`config.mk`:
```
export PLATFORM = sky130hd
export DESIGN_NAME = lsu_mem_stage_flat
export DESIGN_NICKNAME = d
export VERILOG_FILES = /design/src/rtl/lsu_pkg.sv /design/src/rtl/lsu_mem_stage_if.sv /design/src/rtl/lsu_lane_mux.sv /design/src/rtl/lsu_mem_stage.sv /design/src/flat_wrapper.sv
export SDC_FILE = /design/constraint.sdc
export NUM_CORES = 1
export LEC_CHECK = 0
export BUFFER_PORTS_ARGS = -buffer_cell sky130_fd_sc_hd__clkbuf_2
export CAP_MARGIN = 5
export CELL_PAD_IN_SITES_DETAIL_PLACEMENT = 1
export CELL_PAD_IN_SITES_GLOBAL_PLACEMENT = 1
export CORE_MARGIN = 2
export CORE_UTILIZATION = 38
export DETAILED_ROUTE_END_ITERATION = 8
export PLACE_DENSITY = 0.89
export SLEW_MARGIN = 20
export SYNTH_ARGS = -nofsm -noshare
export SYNTH_HDL_FRONTEND = slang
export SYNTH_SLANG_ARGS = --single-unit
```
`constraint.sdc`:
```
create_clock -name clock -period 3.3 [get_ports clock]
set_input_delay 0.33 -clock clock [delete_from_list [all_inputs] [get_ports clock]]
set_output_delay 0.33 -clock clock [all_outputs]
set_load 0.005 [all_outputs]
```
`src/rtl/lsu_pkg.sv`:
```
// Shared encodings, FSM states and the alignment rule for the load/store unit
// that sits in front of the word-wide data memory.
package lsu_pkg;

    localparam logic [1:0] SZ_BYTE = 2'b00;
    localparam logic [1:0] SZ_HALF = 2'b01;
    localparam logic [1:0] SZ_WORD = 2'b10;

    typedef enum logic [2:0] {
        IDLE,
        LOAD,
        STORE,
        RMW_RD,
        RMW_WR,
        RESP
    } lsu_state_t;

    // The reserved size also counts as misaligned, so one check covers every rejected request.
    function automatic logic is_misaligned(input logic [1:0] size, input logic [1:0] addr_lo);
        case (size)
            SZ_BYTE: return 1'b0;
            SZ_HALF: return addr_lo[0];
            SZ_WORD: return addr_lo != 2'b00;
            default: return 1'b1;
        endcase
    endfunction

endpackage

```
`src/rtl/lsu_mem_stage_if.sv`:
```
// Request/response handshake plus the dmem port of the load/store unit.
// The master side is execute + dmem; the slave side is the LSU itself.
interface lsu_mem_stage_if #(
    parameter int ADDR_WIDTH = 32
);
    logic                  req_valid;
    logic                  req_ready;
    logic                  req_write;
    logic [1:0]            req_size;
    logic                  req_unsigned;
    logic [ADDR_WIDTH-1:0] req_address;
    logic [31:0]           req_wdata;
    logic                  resp_valid;
    logic                  resp_err;
    logic [31:0]           resp_rdata;
    logic [ADDR_WIDTH-1:0] dmem_address;
    logic [31:0]           dmem_writeData;
    logic                  dmem_memWrite;
    logic                  dmem_memRead;
    logic [31:0]           dmem_readData;

    modport master (
        output req_valid, req_write, req_size, req_unsigned, req_address, req_wdata,
        output dmem_readData,
        input  req_ready, resp_valid, resp_err, resp_rdata,
        input  dmem_address, dmem_writeData, dmem_memWrite, dmem_memRead
    );

    modport slave (
        input  req_valid, req_write, req_size, req_unsigned, req_address, req_wdata,
        input  dmem_readData,
        output req_ready, resp_valid, resp_err, resp_rdata,
        output dmem_address, dmem_writeData, dmem_memWrite, dmem_memRead
    );

endinterface

```
`src/rtl/lsu_lane_mux.sv`:
```
// Little-endian lane steering: extracts and extends a loaded byte/half, and
// merges a sub-word store value into the word read back from dmem.
module lsu_lane_mux
    import lsu_pkg::*;
(
    input  logic [31:0] word,
    input  logic [1:0]  lane,
    input  logic [1:0]  size,
    input  logic        is_unsigned,
    input  logic [31:0] wdata,
    output logic [31:0] load_value,
    output logic [31:0] merged_word
);

    logic [7:0]  byte_sel;
    logic [15:0] half_sel;

    always_comb begin
        byte_sel    = word[{lane, 3'b000} +: 8];
        half_sel    = lane[1] ? word[31:16] : word[15:0];
        load_value  = 32'h0;
        merged_word = word;
        case (size)
            SZ_BYTE: begin
                load_value = is_unsigned ? {24'h0, byte_sel} : {{24{byte_sel[7]}}, byte_sel};
                merged_word[{lane, 3'b000} +: 8] = wdata[7:0];
            end
            SZ_HALF: begin
                load_value = is_unsigned ? {16'h0, half_sel} : {{16{half_sel[15]}}, half_sel};
                if (lane[1]) begin
                    merged_word[31:16] = wdata[15:0];
                end else begin
                    merged_word[15:0] = wdata[15:0];
                end
            end
            SZ_WORD: begin
                load_value  = word;
                merged_word = wdata;
            end
            default: ;
        endcase
    end

endmodule

```
`src/rtl/lsu_mem_stage.sv`:
```
// Load/store unit between execute and dmem: byte/half/word accesses mapped onto
// a word-wide memory, sub-word stores by read-modify-write, misalignment reported.
module lsu_mem_stage
    import lsu_pkg::*;
#(
    parameter int ADDR_WIDTH   = 32,
    parameter bit WORD_INDEXED = 1'b1
) (
    input logic            clock,
    input logic            reset,
    lsu_mem_stage_if.slave bus
);

    lsu_state_t            state, state_next;
    logic [1:0]            lane_q;
    logic [1:0]            size_q;
    logic                  unsigned_q;
    logic                  err_q;
    logic [31:0]           wdata_q;
    logic [31:0]           merge_q;
    logic [31:0]           resp_rdata_q;
    logic [ADDR_WIDTH-1:0] dmem_address_q;
    logic [ADDR_WIDTH-1:0] word_address;
    logic                  accept;
    logic                  req_err;
    logic [31:0]           mux_word;
    logic [31:0]           load_value;
    logic [31:0]           merged_word;

    assign accept       = bus.req_valid && (state == IDLE);
    assign req_err      = is_misaligned(bus.req_size, bus.req_address[1:0]);
    assign word_address = WORD_INDEXED ? (bus.req_address >> 2)
                                       : {bus.req_address[ADDR_WIDTH-1:2], 2'b00};
    assign mux_word     = (state == RMW_WR) ? merge_q : bus.dmem_readData;

    assign bus.dmem_address = dmem_address_q;
    assign bus.resp_rdata   = resp_rdata_q;

    lsu_lane_mux u_lane_mux (
        .word        (mux_word),
        .lane        (lane_q),
        .size        (size_q),
        .is_unsigned (unsigned_q),
        .wdata       (wdata_q),
        .load_value  (load_value),
        .merged_word (merged_word)
    );

    always_ff @(posedge clock) begin
        if (reset) begin
            state <= IDLE;
        end else begin
            state <= state_next;
        end
    end

    // Strobes are forced low while reset is high because dmem writes on level, not edge.
    always_comb begin
        state_next         = state;
        bus.req_ready      = 1'b0;
        bus.resp_valid     = 1'b0;
        bus.resp_err       = 1'b0;
        bus.dmem_memRead   = 1'b0;
        bus.dmem_memWrite  = 1'b0;
        bus.dmem_writeData = 32'h0;
        case (state)
            IDLE: begin
                bus.req_ready = 1'b1;
                if (accept) begin
                    if (req_err) begin
                        state_next = RESP;
                    end else if (!bus.req_write) begin
                        state_next = LOAD;
                    end else if (bus.req_size == SZ_WORD) begin
                        state_next = STORE;
                    end else begin
                        state_next = RMW_RD;
                    end
                end
            end
            LOAD: begin
                bus.dmem_memRead = 1'b1;
                state_next       = RESP;
            end
            STORE: begin
                bus.dmem_memWrite  = 1'b1;
                bus.dmem_writeData = wdata_q;
                state_next         = RESP;
            end
            RMW_RD: begin
                bus.dmem_memRead = 1'b1;
                state_next       = RMW_WR;
            end
            RMW_WR: begin
                bus.dmem_memWrite  = 1'b1;
                bus.dmem_writeData = merged_word;
                state_next         = RESP;
            end
            RESP: begin
                bus.resp_valid = 1'b1;
                bus.resp_err   = err_q;
                state_next     = IDLE;
            end
            default: state_next = IDLE;
        endcase
        if (reset) begin
            bus.dmem_memRead  = 1'b0;
            bus.dmem_memWrite = 1'b0;
        end
    end

    // Error requests never update the dmem address, so memory is not even pointed at.
    always_ff @(posedge clock) begin
        if (reset) begin
            lane_q         <= 2'b00;
            size_q         <= 2'b00;
            unsigned_q     <= 1'b0;
            err_q          <= 1'b0;
            wdata_q        <= 32'h0;
            merge_q        <= 32'h0;
            resp_rdata_q   <= 32'h0;
            dmem_address_q <= '0;
        end else begin
            if (accept) begin
                lane_q       <= bus.req_address[1:0];
                size_q       <= bus.req_size;
                unsigned_q   <= bus.req_unsigned;
                err_q        <= req_err;
                wdata_q      <= bus.req_wdata;
                resp_rdata_q <= 32'h0;
                if (!req_err) begin
                    dmem_address_q <= word_address;
                end
            end
            if (state == LOAD) begin
                resp_rdata_q <= load_value;
            end
            if (state == RMW_RD) begin
                merge_q <= bus.dmem_readData;
            end
        end
    end

endmodule

```
`src/flat_wrapper.sv`:
```
// flat-port wrapper written by rule: the top's interface ports become plain ports
module lsu_mem_stage_flat import lsu_pkg::*;
#(
    parameter int ADDR_WIDTH   = 32,
    parameter bit WORD_INDEXED = 1'b1
)
  (clock, reset, bus_req_valid, bus_req_write, bus_req_size, bus_req_unsigned, bus_req_address, bus_req_wdata, bus_dmem_readData, bus_req_ready, bus_resp_valid, bus_resp_err, bus_resp_rdata, bus_dmem_address, bus_dmem_writeData, bus_dmem_memWrite, bus_dmem_memRead);
  lsu_mem_stage_if #(.ADDR_WIDTH(ADDR_WIDTH)) bus_i ();
  input logic clock;
  input logic reset;
  input wire logic [$bits(bus_i.req_valid)-1:0] bus_req_valid;
  input wire logic [$bits(bus_i.req_write)-1:0] bus_req_write;
  input wire logic [$bits(bus_i.req_size)-1:0] bus_req_size;
  input wire logic [$bits(bus_i.req_unsigned)-1:0] bus_req_unsigned;
  input wire logic [$bits(bus_i.req_address)-1:0] bus_req_address;
  input wire logic [$bits(bus_i.req_wdata)-1:0] bus_req_wdata;
  input wire logic [$bits(bus_i.dmem_readData)-1:0] bus_dmem_readData;
  output wire logic [$bits(bus_i.req_ready)-1:0] bus_req_ready;
  output wire logic [$bits(bus_i.resp_valid)-1:0] bus_resp_valid;
  output wire logic [$bits(bus_i.resp_err)-1:0] bus_resp_err;
  output wire logic [$bits(bus_i.resp_rdata)-1:0] bus_resp_rdata;
  output wire logic [$bits(bus_i.dmem_address)-1:0] bus_dmem_address;
  output wire logic [$bits(bus_i.dmem_writeData)-1:0] bus_dmem_writeData;
  output wire logic [$bits(bus_i.dmem_memWrite)-1:0] bus_dmem_memWrite;
  output wire logic [$bits(bus_i.dmem_memRead)-1:0] bus_dmem_memRead;
  assign bus_i.req_valid = bus_req_valid;
  assign bus_i.req_write = bus_req_write;
  assign bus_i.req_size = bus_req_size;
  assign bus_i.req_unsigned = bus_req_unsigned;
  assign bus_i.req_address = bus_req_address;
  assign bus_i.req_wdata = bus_req_wdata;
  assign bus_i.dmem_readData = bus_dmem_readData;
  assign bus_req_ready = bus_i.req_ready;
  assign bus_resp_valid = bus_i.resp_valid;
  assign bus_resp_err = bus_i.resp_err;
  assign bus_resp_rdata = bus_i.resp_rdata;
  assign bus_dmem_address = bus_i.dmem_address;
  assign bus_dmem_writeData = bus_i.dmem_writeData;
  assign bus_dmem_memWrite = bus_i.dmem_memWrite;
  assign bus_dmem_memRead = bus_i.dmem_memRead;
  lsu_mem_stage #(.ADDR_WIDTH(ADDR_WIDTH), .WORD_INDEXED(WORD_INDEXED)) u_core (.clock(clock), .reset(reset), .bus(bus_i));
endmodule
```
; Word level (Yosys, flattened, before mapping)
; Index checks and enable logic that the tools add are counted.
[word_totals]
reg_bits = 135
in_bits = 103
[op_classes]
n_bitwise = 1
n_eq_ne = 10
n_reduce_logical = 10
addsub = 1
n_shift = 3
muxes = 25
[ops]
columns = operator, count
row1 = one-hot mux 32 bit (3 select lines), 2
row2 = 2-to-1 mux 32 bit, 5
row3 = one-hot mux 32 bit (2 select lines), 1
row4 = 2-to-1 mux 16 bit, 3
row5 = bitwise mux 32 bit, 1
row6 = "variable shift 8 x 7 -> 32 bit, first input constant", 1
row7 = variable part select 32 x 6 -> 8 bit, 1
row8 = variable part select 8 x 7 -> 32 bit, 1
row9 = 2-to-1 mux 3 bit, 3
row10 = one-hot mux 3 bit (3 select lines), 1
row11 = 2-to-1 mux 1 bit, 8
row12 = negation 5 -> 7 bit, 1
row13 = "equality test 3 x 2 -> 1 bit, second input constant", 2
row14 = "equality test 3 bit, second input constant", 2
row15 = "equality test 2 x 1 -> 1 bit, second input constant", 2
row16 = "equality test 2 bit, second input constant", 2
row17 = zero test 2 bit, 2
row18 = nonzero test 2 bit, 2
row19 = OR reduction 2 bit, 2
row20 = "equality test 3 x 1 -> 1 bit, second input constant", 1
row21 = zero test 3 bit, 1
row22 = one-hot mux 1 bit (3 select lines), 1
row23 = OR reduction 3 bit, 1
row24 = "!= test 2 x 1 -> 1 bit, second input constant", 1
row25 = other kinds (3), 3

; Depth between registers and ports, before layout
; Gate-level depths: netlist (run 1).
[depth]
word_depth = 6
depth_mapped = 10

; By module
; From an unflattened synthesis (run 1), not the netlist that was laid out.
[hier_totals]
hier_cells = 963
area_unflattened_um2 = 7724.9
[by_module_without_submodules]
columns = module, cells_each, area_per_inst_um2, seq_area_each_um2, instances
row1 = lsu_mem_stage, 684, 5799.3, 2702.6, 1
row2 = lsu_lane_mux, 279, 1925.6, 0.0, 1

; Worst setup path before layout (run 1)
; No wires, ideal clock.
[synth_path]
path_kind = flip-flop to output port
from = register u_core.lane_q[1]
to = output port bus_dmem_writeData[25]
stages_incl_launch_ff = 8
t_arrival_ps = 2193
n_path_buf = 2
slack_ps = 777
path_cell_list = dfxtp_1 > buf_2 > inv_1 > buf_2 > ha_1 > nor4b_1 > a21oi_1 > o221ai_1
[synth_via]
elab_chain_len = 5
word_cells_on_any_way = 7
cone_classes = 1 x add/sub / 2 x shift / 4 x mux
[synth_lines]
columns = item, line
row1 = from (decl), lsu_mem_stage.sv:15  ; logic [1:0] lane_q;
row2 = from (signal assigned), lsu_mem_stage.sv:125  ; lane_q <= bus.req_address[1:0];
row3 = negation 5 -> 7 bit, lsu_lane_mux.sv:26  ; merged_word[{lane, 3'b000} +: 8] = wdata[7:0];
row4 = variable part select 8 x 7 -> 32 bit / variable shift 8 x 7 -> 32 bit (equally long branches), lsu_lane_mux.sv:26
row5 = bitwise mux 32 bit, lsu_lane_mux.sv:26
row6 = one-hot mux 32 bit (3 select lines) (*), lsu_lane_mux.sv:23  ; case (size)
row7 = one-hot mux 32 bit (2 select lines) (*), lsu_mem_stage.sv:66  ; case (state)
row8 = to (decl), flat_wrapper.sv:23  ; output wire logic [$bits(bus_i.dmem_writeData)-1:0] bus_dmem_writeData;
; Mark *: on every way between the ends. The rest lies on a longest branch, timed or not.

; Worst setup path in the final report (run 1)
[layout_path]
from = register u_core.state[0]
to = output port bus_dmem_writeData[22]
[layout_via]
elab_chain_len = 5
word_cells_on_any_way = 7
cone_classes = 2 x eq/ne / 5 x mux
[layout_lines]
columns = item, line
row1 = from (decl), lsu_mem_stage.sv:14  ; lsu_state_t state, state_next;
row2 = from (signal assigned), lsu_mem_stage.sv:53  ; state <= state_next;
row3 = equality test 3 bit, "lsu_mem_stage.sv:34, lsu_mem_stage.sv:66"
row4 = 2-to-1 mux 32 bit, lsu_mem_stage.sv:34  ; assign mux_word = (state == RMW_WR) ? merge_q : bus.dmem_readData;
row5 = 2-to-1 mux 16 bit / bitwise mux 32 bit (equally long branches), "lsu_lane_mux.sv:30, lsu_lane_mux.sv:26"
row6 = one-hot mux 32 bit (3 select lines), lsu_lane_mux.sv:23
row7 = one-hot mux 32 bit (2 select lines) (*), lsu_mem_stage.sv:66
; Marked as above.

==> results of run 1 <==
layout make-up:
class                      instances  area (sq um)  share of cell area, %
inverter                          10          37.5                  0.397
multi-input combinational        784          4550                   48.2
tap                              270           338                   3.57
clock inverter                    15           153                   1.62
sequential                       135          2700                   28.6
antenna                            1          2.50                 0.0265
timing repair buffer             232          1240                   13.1
clock buffer                      17           425                   4.50
critical path, cell delays in order, from the launching register on:
cell and delay (ns):
dfxtp_1 0.62, or3b_4 0.57, mux2i_2 0.67, o221ai_1 0.26
a21oi_1 0.19, o21ai_0 0.12, clkbuf_2 0.13
flip-flops by register name, indices dropped and copies added (netlist names):
register / count
u_core.state: 3
u_core.bus.resp_rdata: 32
u_core.merge_q: 32
u_core.bus.dmem_address: 30
u_core.wdata_q: 32
u_core.unsigned_q: 1
u_core.err_q: 1
u_core.size_q: 2
u_core.lane_q: 2
what timing repair did:
item | 4_1_cts | 5_1_grt
pin swaps | 1 | 1
cloned | 1 | 0
hold buffers | 0 | 0
setup endpoints to repair | 2 | 5
gates resized for setup | 1 | 2
how the worst max path moves through the flow:
stage / cells past startpoint / start / to / slack (ns)
2_1_floorplan: 7 / u_core.lane_q[1]$_SDFFE_PP0P_ / bus_dmem_writeData[25] / 0.78
3_3_place_gp: 6 / u_core.state[0]$_SDFFE_PP0P_ / bus_dmem_writeData[22] / 0.42
3_5_place_dp: 6 / u_core.state[0]$_SDFFE_PP0P_ / bus_dmem_writeData[22] / 0.37
4_1_cts: 6 / u_core.state[0]$_SDFFE_PP0P_ / bus_dmem_writeData[22] / 0.07
5_1_grt: 6 / u_core.state[1]$_SDFFE_PP0P_ / bus_dmem_writeData[22] / -0.02
6_report: 6 / u_core.state[0]$_SDFFE_PP0P_ / bus_dmem_writeData[22] / -0.05
report_power, final:
group	internal, mW	switching [mW]	total (mW)
Clock	1.01	0.901	1.91
Sequential	1.71	0.100	1.81
Combinational	0.379	0.630	1.01
per-layer routing:
metal	share of wire, %	global-route usage (%)	routed length, um	vias to the layer above
li1	-	-	-	3941
met3	10	10.3	3270	97
met2	46	46.9	14600	473
met1	39	35.1	12400	4156
met5	0	0	0	-
met4	4.8	13.4	1540	0
cells in the mapped netlist (all sizes together) (5+ instances only):
| cell type | instances | area, sq um |
|---|---|---|
| nand2 | 269 | 1020 |
| a21oi | 145 | 726 |
| dfxtp | 135 | 2700 |
| clkbuf | 64 | 240 |
| o21ai | 64 | 320 |
| mux2i | 55 | 629 |
| nor2 | 43 | 161 |
| buf | 28 | 214 |
| a221oi | 17 | 168 |
| o21a | 17 | 128 |
| a221o | 16 | 160 |
| a31oi | 16 | 100 |
| o22ai | 15 | 93.8 |
| nor3 | 13 | 65.1 |
| o221ai | 11 | 96.3 |
| inv | 10 | 37.5 |
| nand3 | 10 | 50.1 |
| mux2 | 9 | 101 |
| nor2b | 8 | 50.1 |
| o211ai | 8 | 60.1 |
| a22oi | 7 | 52.6 |
| nand2b | 7 | 51.3 |
| a22o | 6 | 52.6 |
| a211o | 5 | 43.8 |
| ha | 5 | 62.6 |
logic make-up after synthesis:
family                   share of synthesized area, %
AO/OA/AOI/OAI                                    27.6
multiplexers                                     10.1
buffers and inverters                            6.38
other                                          0.0487
adder cells (fa/ha/maj)                         0.812
flip-flops                                       35.1
AND/OR/NAND/NOR                                  20.0
==> results_dict.tcl, run 1 <==
set metrics [dict create \
    status "finished, violations left" \
    violations "negative setup slack" \
    power.total_mw 4.73 \
    dieArea_sq_um 21400 \
    hold_class "in2reg" \
    htree_levels 4 \
    synth-edff-count 0 \
    cts-root-buf "clkbuf_16" \
    r2r_end "u_core.bus.resp_rdata[13]$_SDFFE_PP0P_" \
    dp.cells 1430 \
    synth_area_sq_um 7710 \
    grt-ovfl-total 0 \
    dr.pass1.iters 5 \
    crit_required_ns 2.97 \
    rows 52 \
    viasPerCell 5.92 \
    holdPathStages 3 \
    final_util_pct 47.2 \
    vias 8667 \
    timing.rr.start "u_core.state[0]$_SDFFE_PP0P_" \
    finalSetupViolations 1 \
    initial_core_util_pct 38.5 \
    dpl_cell_area_sq_um 8850 \
    final_cell_mix "267 x nand2_1, 200 x clkbuf_2, 145 x a21oi_1" \
    grt_pass1_wl_um 48800 \
    syn_to_final_growth_pct 22.6 \
    clock_latency_ns 0.45 \
    regToRegSetupSlack_ns 0.69 \
    hold_violations 0 \
    yosysWarnings 0 \
    ys_seq_area_share_pct 35.1 \
    worst_pin_slew_ns 0.800 \
    detail_route.wl_per_cell_um 21.7 \
    r2r_cells 5 \
    cp-start-kind "register" \
    grt_max_degree 45 \
    fmax_mhz 298 \
    synth_cell_types 60 \
    synth_flop_cell "dfxtp_1" \
    ant_nets 0 \
    maxCapViolCount 0 \
    vdd_drop_max_mv 0.372 \
    finalNetCount 1288 \
    synth-seq-cells 135 \
    cts_setup_buffers 0 \
    min_period_ns 3.35 \
    netlist_instances 1019 \
    cts_buffers 17 \
    grt_pass1_vias 8635 \
    p_leak_nw 3.73 \
    antenna_found_initial 2 \
    grtUsageTotal_pct 29.2 \
    crit_path_end_kind "output pin" \
    clock_skew_ns 0.0170 \
    hold_end "u_core.wdata_q[18]$_SDFFE_PP0P_" \
    port_buffers 201 \
    crit_type "reg2out" \
    fin_crit_sh_pct 102 \
    design_area_sq_um 9450 \
    io_pins 204 \
    hp-start "bus_req_wdata[18]" \
    fin_hold_ws_ns 0.0982 \
    fillers 2582 \
    drc 0 \
    tns_ns -0.0513 \
    fin_ws_ns -0.0513 \
    post-place-ws_ns 0.366 \
    dieHeight_um 146 \
    clockBufferDepth 2 \
    clock_sinks 135 \
    drv_slew 0 \
    die_w_um 146 \
    drt_iter0_markers 804 \
    path_clk_slew_ns 0.07 \
    arrival_ns 3.02 \
    slew_headroom_pct 46.6 \
    syn_area_per_cell_sq_um 7.56 \
    instances_no_fill 1464 \
    wl_um 31800 \
    drive_above_1_share_pct 25.2 \
    core_area_sq_um 20000 \
    hpwlAfterDp_um 22700 \
    gp_congestion 0.953 \
    cts_tree "done" \
    power_density_nw_per_um2 501 \
    rsz0062_at_grt "yes" \
    layout_commonest_cell "nand2_1" \
    worstPathMaxFanout 20 \
    async_reset_ff_share_pct 0 \
]
(Power assumes the default switching activity.)
==> run 2: changes to the inputs <==
--- a/config.mk
+++ b/config.mk
@@ -12,8 +12,10 @@
 export CORE_MARGIN = 2
 export CORE_UTILIZATION = 38
 export DETAILED_ROUTE_END_ITERATION = 8
-export PLACE_DENSITY = 0.89
+export PLACE_DENSITY = 0.88
 export SLEW_MARGIN = 20
 export SYNTH_ARGS = -nofsm -noshare
 export SYNTH_HDL_FRONTEND = slang
+export SYNTH_HIERARCHICAL = 1
 export SYNTH_SLANG_ARGS = --single-unit
+export TNS_END_PERCENT = 50
==> constraint.sdc (replaced) <==
create_clock -name clock -period 4.1 [get_ports clock]
set_input_delay 0.41 -clock clock [delete_from_list [all_inputs] [get_ports clock]]
set_output_delay 0.41 -clock clock [all_outputs]
set_load 0.005 [all_outputs]
==> run 2 against run 1 <==
Net effect:
- the run now ends clean
- non-clock buffer count shrank 13
- critical endpoint is now bus_dmem_writeData[3]
- sequential share of layout area grew 0.15 points
- count of clock-buffer cells in the layout is the same
- clock skew shrank 0.0041 ns
- combinational power shrank 13%
- synthesized cell count shrank 5.5%
- largest power group unchanged
- critical path type unchanged
- largest cell class unchanged
- area after synthesis grew 0.23%
- via count shrank 7.7%
- register-to-register slack gained 0.39 ns
==> results_dict.tcl, run 2 <==
set metrics [dict create \
    dr.pass1.iters 5 \
    netlist_instances 963 \
    dieHeight_um 147 \
    detail_route.wl_per_cell_um 19.8 \
    drv_slew 0 \
    syn_area_per_cell_sq_um 8.02 \
    crit_chain "nor3b_2 -> buf_12 -> mux2_2 -> nor2b_1 -> a311oi_1 -> nor2_1 -> o221a_2 -> a22o_1 -> clkbuf_2" \
    cts_hold_buf 0 \
    drc 0 \
    port_buffers 201 \
    cts_resized 0 \
    antenna_cells 0 \
    fin_hold_ws_ns 0.197 \
    finalNetCount 1222 \
    crit_family "compound AO/OA/AOI/OAI gates" \
    cp_num_buf_inv 2 \
    clockBufferDepth 2 \
    hpwlAfterDp_um 19700 \
    synth-edff-count 0 \
    wl_um 27600 \
    worst_pin_slew_ns 0.736 \
    vias 8001 \
    synth_flop_cell "dfxtp_1" \
    cts_setup_buffers 0 \
    fmax_mhz 280 \
    fin_crit_sh_pct 87.2 \
    clock_latency_ns 0.43 \
    synth_largest_area_cell "dfxtp_1" \
    crit_type "reg2out" \
    status "finished, final reports clean" \
    synth_largest_type_area_fraction_pct 35.0 \
    power_density_nw_per_um2 414 \
    core_area_sq_um 20100 \
    cts-root-buf "clkbuf_16" \
    initial_core_util_pct 38.4 \
    min_period_ns 3.58 \
    final_cell_mix "219 x nand2_1, 200 x clkbuf_2, 134 x dfxtp_1" \
    p_leak_nw 3.78 \
    post-place-ws_ns 0.996 \
    clock_sinks 135 \
    ys_seq_area_share_pct 35.0 \
    slew_headroom_pct 50.9 \
    cp-start-kind "register" \
    grt-ovfl-total 0 \
    grtUsageTotal_pct 25.3 \
    syn_to_final_growth_pct 21.8 \
    r2r_cells 9 \
    maxCapViolCount 0 \
    holdPathStages 3 \
    fin_ws_ns 0.523 \
    power.total_mw 3.89 \
    yosysMostFrequentCell "nand2_1" \
    antenna_found_initial 0 \
    async_reset_ff_share_pct 0 \
    grt_max_degree 80 \
    finalSetupViolations 0 \
    crit_path_end_kind "output pin" \
    clock_skew_ns 0.0129 \
    max_stage_delay_ns 0.55 \
    dieArea_sq_um 21500 \
    synth-seq-cells 135 \
    viasPerCell 5.73 \
    synth_area_sq_um 7720 \
    arrival_ns 3.17 \
    yosysWarnings 6 \
    ys_top_cells_by_count "219 x nand2_1, 135 x dfxtp_1, 107 x a21oi_1, 67 x nand2b_1, 52 x mux2i_1" \
    drive_above_1_share_pct 27.8 \
    die_w_um 147 \
    cts_tree "done" \
    worst-path-stages 9 \
    cts_buffers 17 \
    rows 52 \
    path_clk_slew_ns 0.07 \
    crit_slowest_cell "dfxtp_1" \
    io_pins 204 \
    tns_ns 0 \
    drt_iter0_markers 798 \
    gp_congestion 0.903 \
    layout_commonest_cell "nand2_1" \
    hold_class "in2reg" \
    hold_violations 0 \
    rsz0062_at_grt "no" \
    ant_nets 0 \
    crit_required_ns 3.69 \
    netlist_top_cells_area "dfxtp_1 35%, nand2_1 11%, a21oi_1 6.9%" \
    htree_levels 4 \
    grt_pass1_vias 8053 \
    grt_pass1_wl_um 43500 \
    synth_cell_types 53 \
    worstPathMaxFanout 65 \
    vdd_drop_max_mv 0.320 \
]
run 2: changes by cell type after synthesis, moves of 12 or more:
cell and delta:
clkbuf_1 -17, o21ai_0 -35, buf_2 +13, nor2_1 -21, mux2_2 +35, nand2_1 -48
nand2b_1 +61, a22o_1 +34, o21a_1 -17, nor3_1 -12, o21ai_1 -12, a31oi_1 -16
nand3_1 +25, a21oi_1 -38
run 2: final timing paths:
kind | from | end | slack (ns)
worst min-delay path | bus_req_wdata[25] | u_core/wdata_q[25]$_SDFFE_PP0P_ | 0.20
worst min register to register | u_core/merge_q[24]$_SDFFE_PP0P_ | u_core/merge_q[24]$_SDFFE_PP0P_ | 0.45
worst max register to register | u_core/state[2]$_SDFFE_PP0P_ | u_core/bus.resp_rdata[16]$_SDFFE_PP0P_ | 1.08
worst max-delay path | u_core/state[2]$_SDFFE_PP0P_ | bus_dmem_writeData[3] | 0.52
run 2: worst min-delay path, stage by stage:
cell and delay, ns:
clkbuf_2 0.08, nand2_1 0.04, a21oi_1 0.05
run 2: area by class of cell:
type,count,area [sq um]
timing repair buffer,219,1160
sequential,135,2700
fill,2473,10700
inverter,14,52.6
clock buffer,17,425
multi-input combinational,727,4570
clock inverter,15,166
tap,270,338
run 2: per-layer routing:
layer	share of wire (%)	track usage, %	up-vias
li1	-	-	3669
met1	42	33.5	3903
met2	47	40.7	361
met3	8.4	5.97	68
met4	2.7	8.50	0
met5	0	0	-
run 2: cells by family after synthesis:
logic type	Yosys count	share of synthesized area [%]
AO/OA/AOI/OAI	238	20.9
adder cells (fa/ha/maj)	5	0.810
buffers and inverters	102	6.24
flip-flops	135	35.0
multiplexers	97	13.4
other	1	0.0485
AND/OR/NAND/NOR	385	23.5
run 2: per-stage QoR:
step	cells	util [%]	cell area (sq um)
detailed placement	1365	43.9	8820
global placement	1365	43.9	8820
CTS	1397	46.8	9410
floorplan	964	-	7730
global route	1397	46.8	9410
finish	1397	46.8	9410
run 2: report_power, final:
part           internal (mW)  total, mW  switching (mW)
combinational          0.363      0.883           0.520
clock                  0.826       1.55           0.728
sequential              1.38       1.46          0.0739
==> run 3: changes to the inputs <==
--- a/config.mk
+++ b/config.mk
@@ -12,10 +12,9 @@
 export CORE_MARGIN = 2
 export CORE_UTILIZATION = 38
 export DETAILED_ROUTE_END_ITERATION = 8
-export PLACE_DENSITY = 0.88
+export PLACE_DENSITY = 0.89
 export SLEW_MARGIN = 20
 export SYNTH_ARGS = -nofsm -noshare
 export SYNTH_HDL_FRONTEND = slang
-export SYNTH_HIERARCHICAL = 1
 export SYNTH_SLANG_ARGS = --single-unit
 export TNS_END_PERCENT = 50
==> run 3 against run 2 <==
Net effect:
- sequential power is essentially flat
- wire length grew 18%
- utilization grew 0.22 points
- die area shrank 0.22%
- clock power grew 8%
- sequential share of layout area shrank 0.055 points
- critical path depth shrank 3
- largest power group unchanged
- critical path type unchanged
==> results_dict.tcl, run 3 (synthesized netlist as in run 1, its figures left out) <==
set metrics [dict create \
    vdd_drop_max_mv 0.317 \
    maxCapViolCount 0 \
    fmax_mhz 274 \
    crit_chain "or3b_4 -> mux2i_4 -> o21ai_1 -> a222oi_1 -> o21ai_1 -> clkbuf_2" \
    crit_path_end_kind "output pin" \
    clock_skew_ns 0.00909 \
    worstPathMaxFanout 48 \
    path_clk_slew_ns 0.07 \
    r2r_end "u_core.bus.resp_rdata[5]$_SDFFE_PP0P_" \
    crit_required_ns 3.69 \
    regToRegSetupSlack_ns 1.22 \
    rsz0062_at_grt "no" \
    r2r_cells 5 \
    clock_latency_ns 0.43 \
    critPathLaunch "u_core.state[0]$_SDFFE_PP0P_" \
    grtUsageTotal_pct 29.9 \
    viasPerCell 5.97 \
    grt_pass1_vias 8814 \
    finalSetupViolations 0 \
    antenna_cells 0 \
    syn_to_final_growth_pct 22.2 \
    detail_route.wl_per_cell_um 22.4 \
    final_cell_mix "267 x nand2_1, 200 x clkbuf_2, 145 x a21oi_1" \
    hpwlAfterDp_um 23000 \
    finalNetCount 1278 \
    grt-ovfl-total 0 \
    clockBufferDepth 2 \
    dieArea_sq_um 21400 \
    vias 8677 \
    dr.pass1.iters 6 \
    ant_nets 0 \
    hold_violations 0 \
    status "finished, final reports clean" \
    arrival_ns 3.24 \
    cts_buffers 17 \
    antenna_found_initial 1 \
    layout_commonest_cell "nand2_1" \
    drc 0 \
    power.total_mw 3.95 \
    cts_hold_buf 0 \
    tns_ns 0 \
    slew_headroom_pct 28.0 \
    min_period_ns 3.65 \
    wl_um 32500 \
    drt_iter0_markers 1011 \
    fin_crit_sh_pct 88.9 \
    cp-start-kind "register" \
    rows 52 \
    grt_pass1_wl_um 50200 \
    crit_type "reg2out" \
    port_buffers 201 \
    max_stage_delay_ns 0.90 \
    cts_resized 0 \
    crit_slowest_cell "or3b_4" \
    clock_sinks 135 \
    cts_setup_buffers 0 \
    die_w_um 146 \
    hold_class "in2reg" \
    cpMostUsedCell "o21ai_1" \
    htree_levels 4 \
    io_pins 204 \
    p_leak_nw 3.70 \
    core_area_sq_um 20000 \
    initial_core_util_pct 38.5 \
    grt_max_degree 62 \
    timing.rr.start "u_core.state[0]$_SDFFE_PP0P_" \
    instances_no_fill 1453 \
    crit_end "bus_dmem_writeData[15]" \
    worst_pin_slew_ns 1.08 \
    dieHeight_um 146 \
    dp.cells 1421 \
    cts-root-buf "clkbuf_16" \
    drive_above_1_share_pct 24.3 \
    gp_congestion 0.931 \
    power_density_nw_per_um2 419 \
    cts_tree "done" \
    drv_slew 0 \
]
## run 3: cell types whose count changed in the layout (fill, tap and decap cells not counted), moves of 12 or more
cell / previous run / this run
nor2_1: 22 / 41
o21a_1: 0 / 17
o21ai_0: 16 / 50
nand2b_1: 67 / 6
a21oi_1: 107 / 145
a31oi_1: 0 / 16
mux2_2: 44 / 9
nand2_1: 219 / 267
nand3_1: 35 / 10
a22o_1: 40 / 6
o21ai_1: 1 / 13
## run 3: cell type report
| cell class | instances | area [sq um] |
|---|---|---|
| fillers | 2548 | 10600 |
| multi-input cells | 783 | 4540 |
| well taps | 270 | 338 |
| clock buffers | 18 | 429 |
| inverters | 10 | 37.5 |
| repair buffers | 223 | 1170 |
| clock inverters | 14 | 198 |
| flip-flops and latches | 135 | 2700 |
## run 3: per-layer routing
layer / part of all wire (%) / vias up / track usage [%]
li1: - / 3928 / -
met1: 39 / 4119 / 37.5
met2: 47 / 527 / 49.0
met3: 9.8 / 103 / 7.19
met4: 4.2 / 0 / 13.2
met5: 0 / - / 0
## run 3: how the worst min path moves through the flow
stage                                                     endpoint  cells after the start  slack [ns]                                     start
final                      u_core.bus.dmem_address[5]$_SDFFE_PP0P_                      3        0.19                        bus_req_address[7]
after floorplan                          u_core.err_q$_SDFFE_PP0P_                      2        0.43                 u_core.err_q$_SDFFE_PP0P_
after global placement    u_core.bus.dmem_address[21]$_SDFFE_PP0P_                      2        0.44  u_core.bus.dmem_address[21]$_SDFFE_PP0P_
after global routing      u_core.bus.dmem_address[16]$_SDFFE_PP0P_                      3        0.20                       bus_req_address[18]
after detailed placement     u_core.bus.resp_rdata[1]$_SDFFE_PP0P_                      2        0.45     u_core.bus.resp_rdata[1]$_SDFFE_PP0P_
after CTS                 u_core.bus.dmem_address[21]$_SDFFE_PP0P_                      3        0.19                       bus_req_address[23]
## run 3: where the power goes
part	switching, mW	total (mW)	internal (mW)
registers	0.0836	1.46	1.38
clock network	0.652	1.68	1.02
logic	0.510	0.807	0.297
## run 3: worst max-delay path, delay by kind of cell, from the launching register on
kind                   cells  cell delay, ns
buffers and inverters      1            0.15
DFF                        1            0.54
muxes                      1            0.40
and+or+nand+nor            1            0.90
AOI/OAI and AO/OA          3            0.78
## run 3: through the flow
step	util (%)	setup slack, ns	area (sq um)	hold slack [ns]
after global routing	47.0	0.375	9420	0.199
after global placement	43.9	1.19	8790	0.441
after CTS	47.0	0.566	9420	0.189
final	47.0	0.453	9420	0.193
after floorplan	-	1.50	7710	0.432
after detailed placement	43.9	1.10	8790	0.448
